**src/rtl/leitor_display_dois.sv**
```systemverilog
`default_nettype none
// ============================================================================
// Module  : leitor_display_dois
// Brief   : Recovers the 0..99 value shown on a muxed two-digit 7-seg bus.
// Revision: 1.0 - initial release
// ============================================================================
module leitor_display_dois #(
    parameter int ESTAVEL = 4
) (
    input  logic        clock,
    input  logic        reset,
    input  logic [0:6]  segmentos,
    input  logic        sel,
    input  logic        amostra,
    output logic [31:0] valor,
    output logic        valido,
    output logic        erro
);

    localparam logic [3:0] C_ESTAVEL = 4'(ESTAVEL);
    localparam logic [0:6] C_BLANK   = 7'b1111111;

    logic       ult_sel_q, ult_sel_d;
    logic [0:6] ult_pat_q, ult_pat_d;
    logic [3:0] cont_q, cont_d;
    logic       conf_q, conf_d;
    logic       ok_u_q, ok_u_d, ok_d_q, ok_d_d;
    logic [3:0] reg_unidade_q, reg_unidade_d;
    logic [3:0] reg_dezena_q, reg_dezena_d;
    logic [6:0] valor_q, valor_d;
    logic       valido_q, valido_d;
    logic       erro_q, erro_d;
    logic [4:0] dec;
    logic [6:0] dez_ext;
    logic [6:0] dez10;

    // Returns {legal, digit}; active-low segment patterns.
    function automatic logic [4:0] decode(input logic [0:6] p);
        case (p)
            7'b0000001: decode = 5'b1_0000;
            7'b1001111: decode = 5'b1_0001;
            7'b0010010: decode = 5'b1_0010;
            7'b0000110: decode = 5'b1_0011;
            7'b1001100: decode = 5'b1_0100;
            7'b0100100: decode = 5'b1_0101;
            7'b0100000: decode = 5'b1_0110;
            7'b0001111: decode = 5'b1_0111;
            7'b0000000: decode = 5'b1_1000;
            7'b0000100: decode = 5'b1_1001;
            default:    decode = 5'b0_0000;
        endcase
    endfunction

    always_comb begin
        ult_sel_d = ult_sel_q;
        ult_pat_d = ult_pat_q;
        cont_d    = cont_q;
        conf_d    = 1'b0;
        if (amostra) begin
            if ((sel == ult_sel_q) && (segmentos == ult_pat_q)) begin
                // Saturation at ESTAVEL is what stops a held pattern reconfirming.
                if (cont_q != C_ESTAVEL) begin
                    cont_d = cont_q + 4'd1;
                    conf_d = (cont_q == C_ESTAVEL - 4'd1);
                end
            end else begin
                ult_sel_d = sel;
                ult_pat_d = segmentos;
                cont_d    = 4'd1;
                conf_d    = (C_ESTAVEL == 4'd1);
            end
        end
    end

    always_comb begin
        dec           = decode(ult_pat_q);
        ok_u_d        = ok_u_q;
        ok_d_d        = ok_d_q;
        reg_unidade_d = reg_unidade_q;
        reg_dezena_d  = reg_dezena_q;
        valor_d       = valor_q;
        valido_d      = 1'b0;
        erro_d        = 1'b0;
        if (conf_q) begin
            if (dec[4]) begin
                if (ult_sel_q) begin
                    reg_dezena_d = dec[3:0];
                    ok_d_d       = 1'b1;
                end else begin
                    reg_unidade_d = dec[3:0];
                    ok_u_d        = 1'b1;
                end
            end else begin
                erro_d = 1'b1;
                if (ult_sel_q) ok_d_d = 1'b0;
                else           ok_u_d = 1'b0;
            end
        end
        dez_ext = {3'b000, reg_dezena_d};
        dez10   = (dez_ext << 3) + (dez_ext << 1);
        if (ok_u_d && ok_d_d) begin
            valor_d  = dez10 + {3'b000, reg_unidade_d};
            valido_d = 1'b1;
            ok_u_d   = 1'b0;
            ok_d_d   = 1'b0;
        end
    end

    always_ff @(posedge clock) begin
        if (reset) begin
            ult_sel_q     <= 1'b0;
            ult_pat_q     <= C_BLANK;
            cont_q        <= 4'd0;
            conf_q        <= 1'b0;
            ok_u_q        <= 1'b0;
            ok_d_q        <= 1'b0;
            reg_unidade_q <= 4'd0;
            reg_dezena_q  <= 4'd0;
            valor_q       <= 7'd0;
            valido_q      <= 1'b0;
            erro_q        <= 1'b0;
        end else begin
            ult_sel_q     <= ult_sel_d;
            ult_pat_q     <= ult_pat_d;
            cont_q        <= cont_d;
            conf_q        <= conf_d;
            ok_u_q        <= ok_u_d;
            ok_d_q        <= ok_d_d;
            reg_unidade_q <= reg_unidade_d;
            reg_dezena_q  <= reg_dezena_d;
            valor_q       <= valor_d;
            valido_q      <= valido_d;
            erro_q        <= erro_d;
        end
    end

    assign valor  = {25'd0, valor_q};
    assign valido = valido_q;
    assign erro   = erro_q;

endmodule
`default_nettype wire

```
**config.mk**
```make
export PLATFORM = sky130hd
export DESIGN_NAME = leitor_display_dois
export DESIGN_NICKNAME = d
export VERILOG_FILES = /design/src/rtl/leitor_display_dois.sv
export SDC_FILE = /design/constraint.sdc
export NUM_CORES = 1
export LEC_CHECK = 0
export ABC_AREA = 1
export CELL_PAD_IN_SITES_DETAIL_PLACEMENT = 1
export CELL_PAD_IN_SITES_GLOBAL_PLACEMENT = 2
export CORE_MARGIN = 1.5
export CORE_UTILIZATION = 37
export DETAILED_ROUTE_END_ITERATION = 16
export DONT_BUFFER_PORTS = 1
export PLACE_DENSITY = 0.84
export RECOVER_POWER = 100
export SLEW_MARGIN = 20
export SYNTH_ARGS = -nofsm -noshare
export SYNTH_HDL_FRONTEND = slang
export SYNTH_SLANG_ARGS = --single-unit
```
**constraint.sdc**
```tcl
create_clock -name clock -period 4.1 [get_ports clock]
set_input_delay 1.23 -clock clock [delete_from_list [all_inputs] [get_ports clock]]
set_output_delay 1.23 -clock clock [all_outputs]
set_load 0.01 [all_outputs]
```
==> qor.txt, run 1 <==
Worst setup EP type: register
CTS Buffer Depth: 2
Die height: 76.0 um
Slew headroom: 60.9%
Reg clk slew, reported paths: 70 ps
Placer congestion estimate: 0.795
Crit-path cells: nand2_1 > nor2_1 > nand2_1 > o21ai_0 > nor2_1 > nand2_4 > nand2_1 > o21ai_0 > inv_1 > ha_1 > ha_1 > fa_1 > a31oi_1 > inv_1 > nand3_1 > nand2_1 > nand2_1 > nand2_1
Post-Layout Cell Count: 346
Clk sinks: 32
Horiz. Die Dim: 76.0 um
Async SR Flop Fraction: 0%
Worst min-delay path class: reg -> reg
Initial core utilization: 38.6%
First-pass GRT wire length: 7450 um
Pwr dens: 325 mW/mm^2
Worst slew pin tran: 583 ps
Setup bufs post-CTS: 0
# IOs: 45
CTS Buf Count: 5
Endpoints failing setup: 0
Max-cap viol count: 0
Maximum vdd ir drop: 0.152 mV
# H-tree levels: 2
Mean post-synth cell area: 7.21 um^2
Largest net degree at the start of global routing: 19
Crit path buf inv count: 2
WS Path Type: reg -> reg
Via count: 1,566
Crit-path max FO: 8
Register area share after synthesis: 32.5%
GR Overflow Total: 0
Fin. Hold Viols: 0
Status: finished, final reports clean
Data required time at the worst endpoint: 4280 ps
Synth top area share: 32.5%
Layout fillers: 674
Initial antenna violation count: 0
Root Driver: clkbuf_8
DP Cell Count: 339
Synth Flop Type: dfxtp_1
Min cycle time layout: 3340 ps
Data arrival, critical path: 3520 ps
Post-synthesis cell area: 0.00197 mm^2
CP most frequent cell: nand2_1
Post-synth top cells: nand2_1 (67), dfxtp_1 (32), inv_1 (27), nor2_1 (26), buf_4 (25)
Post-synthesis cell type count: 30
Layout cell share with drive strength beyond 1: 6.16%
Slowest stage cell, crit path: o21ai_0
Global-route usage over all layers: 16.2%
Yosys reg bits: 32
Family with the most delay on the worst path: simple AND/OR/NAND/NOR gates
Full die area: 0.00577 mm^2
Post-synth EDFFs: 0
CTS tree: done
Worst Clk Skew: 3.24 ps
CP startpoint kind: register
CTS resizes: 0
Number of hold buffers added after CTS: 0
IO buf count: 0
Drt first pass iters: 4
DRC viols: 0
Area leader, netlist: dfxtp_1
Antenna Diode Count: 0
Seq. cell area: 641 um^2
Total routed wirelength: 4300 um
Worst-Skew Late Latency: 280 ps
Setup TNS: 0 ps
Area Growth Syn to Fin: 1.27%
Max Slew Vio Count: 0
Final worst-path cycle share: 81.4%
CORE AREA: 0.00511 mm^2
Average wire per standard cell: 12.4 um
Multi-input gate area in the final layout: 0.00104 mm^2
Slowest stage delay, CP: 470 ps
Yosys warns: 0
Top-count cell post-synth: nand2_1
Dpl hpwl: 3280 um
Leakage: 0.00106 uW
Unrepaired setup endpoints after global routing: no
Routed Antenna Nets: 0
Total Nets Final: 298
Area contributors post-synth: dfxtp_1 (33%), nand2_1 (13%), buf_4 (9.5%), ha_1 (5.7%), inv_1 (5.1%)
Initial DRC count: 30
Std-Cell Rows: 26
Cells after Synth: 273
Vias in the first global route: 1,529
Max Clk Rate: 0.300 GHz
Via-to-Cell Ratio: 4.53
==> routing by layer <==
metal	vias up	wire, um	global-route usage (%)
met4	0	68	5.56
met2	35	1900	26.6
met1	706	2150	21.0
li1	820	-	-
met3	5	181	3.61
met5	-	0	0
==> kinds of logic (layout without fill, tap and decap cells) <==
group	count (synthesis)	after routing	share of synthesized area (%)
AO/OA/AOI/OAI	28	28	8.39
other	1	25	0.190
flip-flops	32	32	32.5
adder cells (fa/ha/maj)	11	11	7.75
buffers and inverters	62	41	16.8
XOR/XNOR	9	9	4.00
AND/OR/NAND/NOR	130	130	30.4
==> flip-flops by register name (all words and copies together) (netlist names), 4 cells and up <==
name / flops
ult_pat_q: 7
cont_q: 4
reg_dezena_q: 4
valor_q: 7
reg_unidade_q: 4
==> placed cells by master, fill, tap and decap left out <==
cell type and instances:
o21ai_0 10, o21ai_1 1, nand2_2 1, inv_1 28, clkinv_1 1, dfxtp_1 32
a21o_1 1, a31oi_1 1, nor3_1 3, nand4_1 4, o211ai_1 7, a21oi_1 8
ha_1 9, inv_4 1, clkbuf_8 7, inv_2 4, and2_0 1, nor2_2 1
nand3_1 17, xnor2_1 7, fa_1 2, nor2_1 28, nand2_1 72, xor2_1 2
nand2_4 3, conb_1 25
==> worst reg2reg max path, delay by kind of cell, from the launching register on <==
family          cells  cell delay, ps
flops               1             420
buf+inv             2             170
fa+ha+maj           3             850
compound gates      3             810
simple gates       10             980
==> through the flow <==
stage / utilization (%) / total power, uW / worst slack (ps) / instance area (um^2) / hold WS (ps)
after floorplan: - / 397 / 1370 / 2060 / 447
after global placement: 38.1 / 388 / 1060 / 1950 / 449
after detailed placement: 38.1 / 388 / 1020 / 1950 / 460
after CTS: 40.0 / 658 / 966 / 2040 / 471
after global routing: 39.0 / 679 / 363 / 1990 / 492
final: 39.0 / 648 / 762 / 1990 / 469
==> worst paths after layout <==
path	from	to	slack, ps	cells past startpoint
max	ult_pat_q[4]$_SDFFE_PP1P_	valor_q[6]$_SDFFE_PP0P_	760	18
max reg2reg	ult_pat_q[4]$_SDFFE_PP1P_	valor_q[6]$_SDFFE_PP0P_	760	18
min reg2reg	reg_unidade_q[2]$_SDFF_PP0_	reg_unidade_q[2]$_SDFF_PP0_	470	2
min	reg_unidade_q[2]$_SDFF_PP0_	reg_unidade_q[2]$_SDFF_PP0_	470	2
==> final cells by class <==
type	count	area share, %
multi-input combinational	203	52.1
sequential	32	32.1
inverter	34	6.52
clock buffer	7	4.83
tap	70	4.39
==> where the power goes <==
group	total, uW	internal (uW)	switching, uW
sequential	326	317	8.69
combinational	54.0	15.8	38.2
clock	268	150	118
total	648	483	165
No activity file was read; power rests on OpenSTA's default activity.
==> run 2: changes to the inputs <==
Settings changed: CORE_UTILIZATION 37 to 34, PLACE_DENSITY 0.84 to 0.78.
Clock period 4.1 ns to 3.3 ns, I/O delays scaled along.
==> run 2 against run 1 <==
Net effect: count of clock-buffer cells in the layout stayed put; global-route usage shrank 0.88 points; fmax grew 13%; final cell count rose by 0.58%; non-clock buffer count is the same; sequential share of layout area fell by 0.33 points; critical endpoint unchanged.
==> qor.txt, run 2 (same netlist as run 1, synthesis figures left out) <==
Endpoints failing setup: 0 (unchanged)
CTS tree: done (unchanged)
Leakage: 0.00110 uW (was 0.00106 uW)
Pwr dens: 403 mW/mm^2 (was 325 mW/mm^2)
Area Growth Syn to Fin: 2.92% (was 1.27%)
# H-tree levels: 2 (unchanged)
Maximum vdd ir drop: 0.164 mV (was 0.152 mV)
Routed Antenna Nets: 0 (unchanged)
Reg clk slew, reported paths: 70 ps (about the same)
WS Path Type: reg -> reg (unchanged)
Setup TNS: 0 ps (unchanged)
Max Slew Vio Count: 0 (unchanged)
Worst-Skew Late Latency: 290 ps (was 280 ps)
Min cycle time layout: 2950 ps (was 3340 ps)
Largest net degree at the start of global routing: 19 (unchanged)
Total Nets Final: 298 (unchanged)
Std-Cell Rows: 27 (was 26)
CORE AREA: 0.00554 mm^2 (was 0.00511 mm^2)
Data required time at the worst endpoint: 3480 ps (was 4280 ps)
Initial DRC count: 50 (was 30)
CTS Buffer Depth: 2 (unchanged)
CP startpoint kind: register (unchanged)
CTS Buf Count: 5 (unchanged)
IO buf count: 0 (unchanged)
Layout cell share with drive strength beyond 1: 9.78% (was 6.16%)
First-pass GRT wire length: 7350 um (was 7450 um)
Global-route usage over all layers: 15.3% (was 16.2%)
Worst Clk Skew: 5.84 ps (was 3.24 ps)
Initial core utilization: 35.5% (was 38.6%)
DRC viols: 0 (unchanged)
Initial antenna violation count: 0 (unchanged)
Clk sinks: 32 (unchanged)
Via count: 1,553 (was 1,566)
Slew headroom: 62.8% (was 60.9%)
Dpl hpwl: 3320 um (was 3280 um)
Die height: 79.1 um (was 76.0 um)
Root Driver: clkbuf_8 (unchanged)
Antenna Diode Count: 0 (unchanged)
Commonest non-fill, non-tap cell in the layout: nand2_1 (unchanged)
Drt first pass iters: 4 (unchanged)
Status: finished, final reports clean (unchanged)
Worst setup EP type: register (unchanged)
Top flop regs: ult_pat_q x7, valor_q x7 (unchanged)
Average wire per standard cell: 12.3 um (was 12.4 um)
Crit-path max FO: 8 (unchanged)
Placer congestion estimate: 0.773 (was 0.795)
Worst min-delay path class: reg -> reg (unchanged)
Full die area: 0.00626 mm^2 (was 0.00577 mm^2)
Max-cap viol count: 0 (unchanged)
Fin area: 0.00203 mm^2 (was 0.00199 mm^2)
Setup bufs post-CTS: 0 (unchanged)
Placed cell areas: 0.00195 mm^2 (about the same)
Commonest non-fill, non-tap cells in the layout: nand2_1 (69), dfxtp_1 (29), inv_1 (27), nor2_1 (26), conb_1 (25) (was nand2_1 (72), dfxtp_1 (32), inv_1 (28), nor2_1 (28), conb_1 (25))
Vias in the first global route: 1,576 (was 1,529)
# IOs: 45 (unchanged)
Unrepaired setup endpoints after global routing: no (unchanged)
Data arrival, critical path: 3140 ps (was 3520 ps)
Total routed wirelength: 4300 um (about the same)
Reg2Reg Depth: 18 (unchanged)
Fin. Hold Viols: 0 (unchanged)
Total Power: 816 uW (was 648 uW)
GR Overflow Total: 0 (unchanged)
Worst hold path depth: 2 (unchanged)
Worst slew pin tran: 554 ps (was 583 ps)
Via-to-Cell Ratio: 4.46 (was 4.53)
Max Clk Rate: 0.339 GHz (was 0.300 GHz)
Horiz. Die Dim: 79.1 um (was 76.0 um)
Final worst-path cycle share: 89.5% (was 81.4%)
==> run 2: repair_timing <==
action,in CTS,in global routing
endpoints found under the setup margin,0,1
resized for setup,0,5
hold buffers,0,0
==> run 2: path summary, 6_finish.rpt <==
path | from | to | slack (ps)
max | ult_pat_q[4]$_SDFFE_PP1P_ | valor_q[6]$_SDFFE_PP0P_ | 350
min | reg_unidade_q[2]$_SDFF_PP0_ | reg_unidade_q[2]$_SDFF_PP0_ | 480
max reg2reg | ult_pat_q[4]$_SDFFE_PP1P_ | valor_q[6]$_SDFFE_PP0P_ | 350
min reg2reg | reg_unidade_q[2]$_SDFF_PP0_ | reg_unidade_q[2]$_SDFF_PP0_ | 480
==> run 2: routing by layer <==
layer / up-vias / global-route usage (%) / part of all wire [%]
li1: 817 / - / -
met1: 687 / 19.9 / 51
met2: 42 / 24.0 / 42
met3: 7 / 3.68 / 5.2
met4: 0 / 6.84 / 2.0
met5: - / 0 / 0
==> run 2: critical path, stage by stage (launching register included) <==
cell	delay, ps
dfxtp_2	370
nand2_1	100
nor2_2	170
nand2_1	90
o21ai_1	120
nor2_2	70
nand2_4	100
nand2_4	90
nor2_1	100
a21oi_1	70
fa_1	540
inv_1	60
fa_1	460
a31oi_1	230
inv_1	60
nand3_1	70
nand2_1	50
nand2_1	50
nand2_1	40
==> run 2: where the power goes <==
part | internal, uW | switching, uW
Clock | 186 | 156
Combinational | 20.3 | 48.2
Sequential | 395 | 10.9
Total | 601 | 215
==> run 2: per-stage QoR <==
stage               util, %  hold WS (ps)  worst slack, ps  std cells
finish                 36.6           483              347        348
global placement       35.2           450              208        341
global route           36.6           531             26.7        348
CTS                    36.9           491              166        348
detailed placement     35.2           481              177        341
floorplan                 -           447              566        297
==> run 2: area by class of cell <==
| type | instances | area, um^2 |
|---|---|---|
| inverters | 34 | 130 |
| clock buffers | 7 | 96.3 |
| flip-flops and latches | 32 | 644 |
| fillers | 726 | 3510 |
| multi-input cells | 203 | 1070 |
| well taps | 72 | 90.1 |
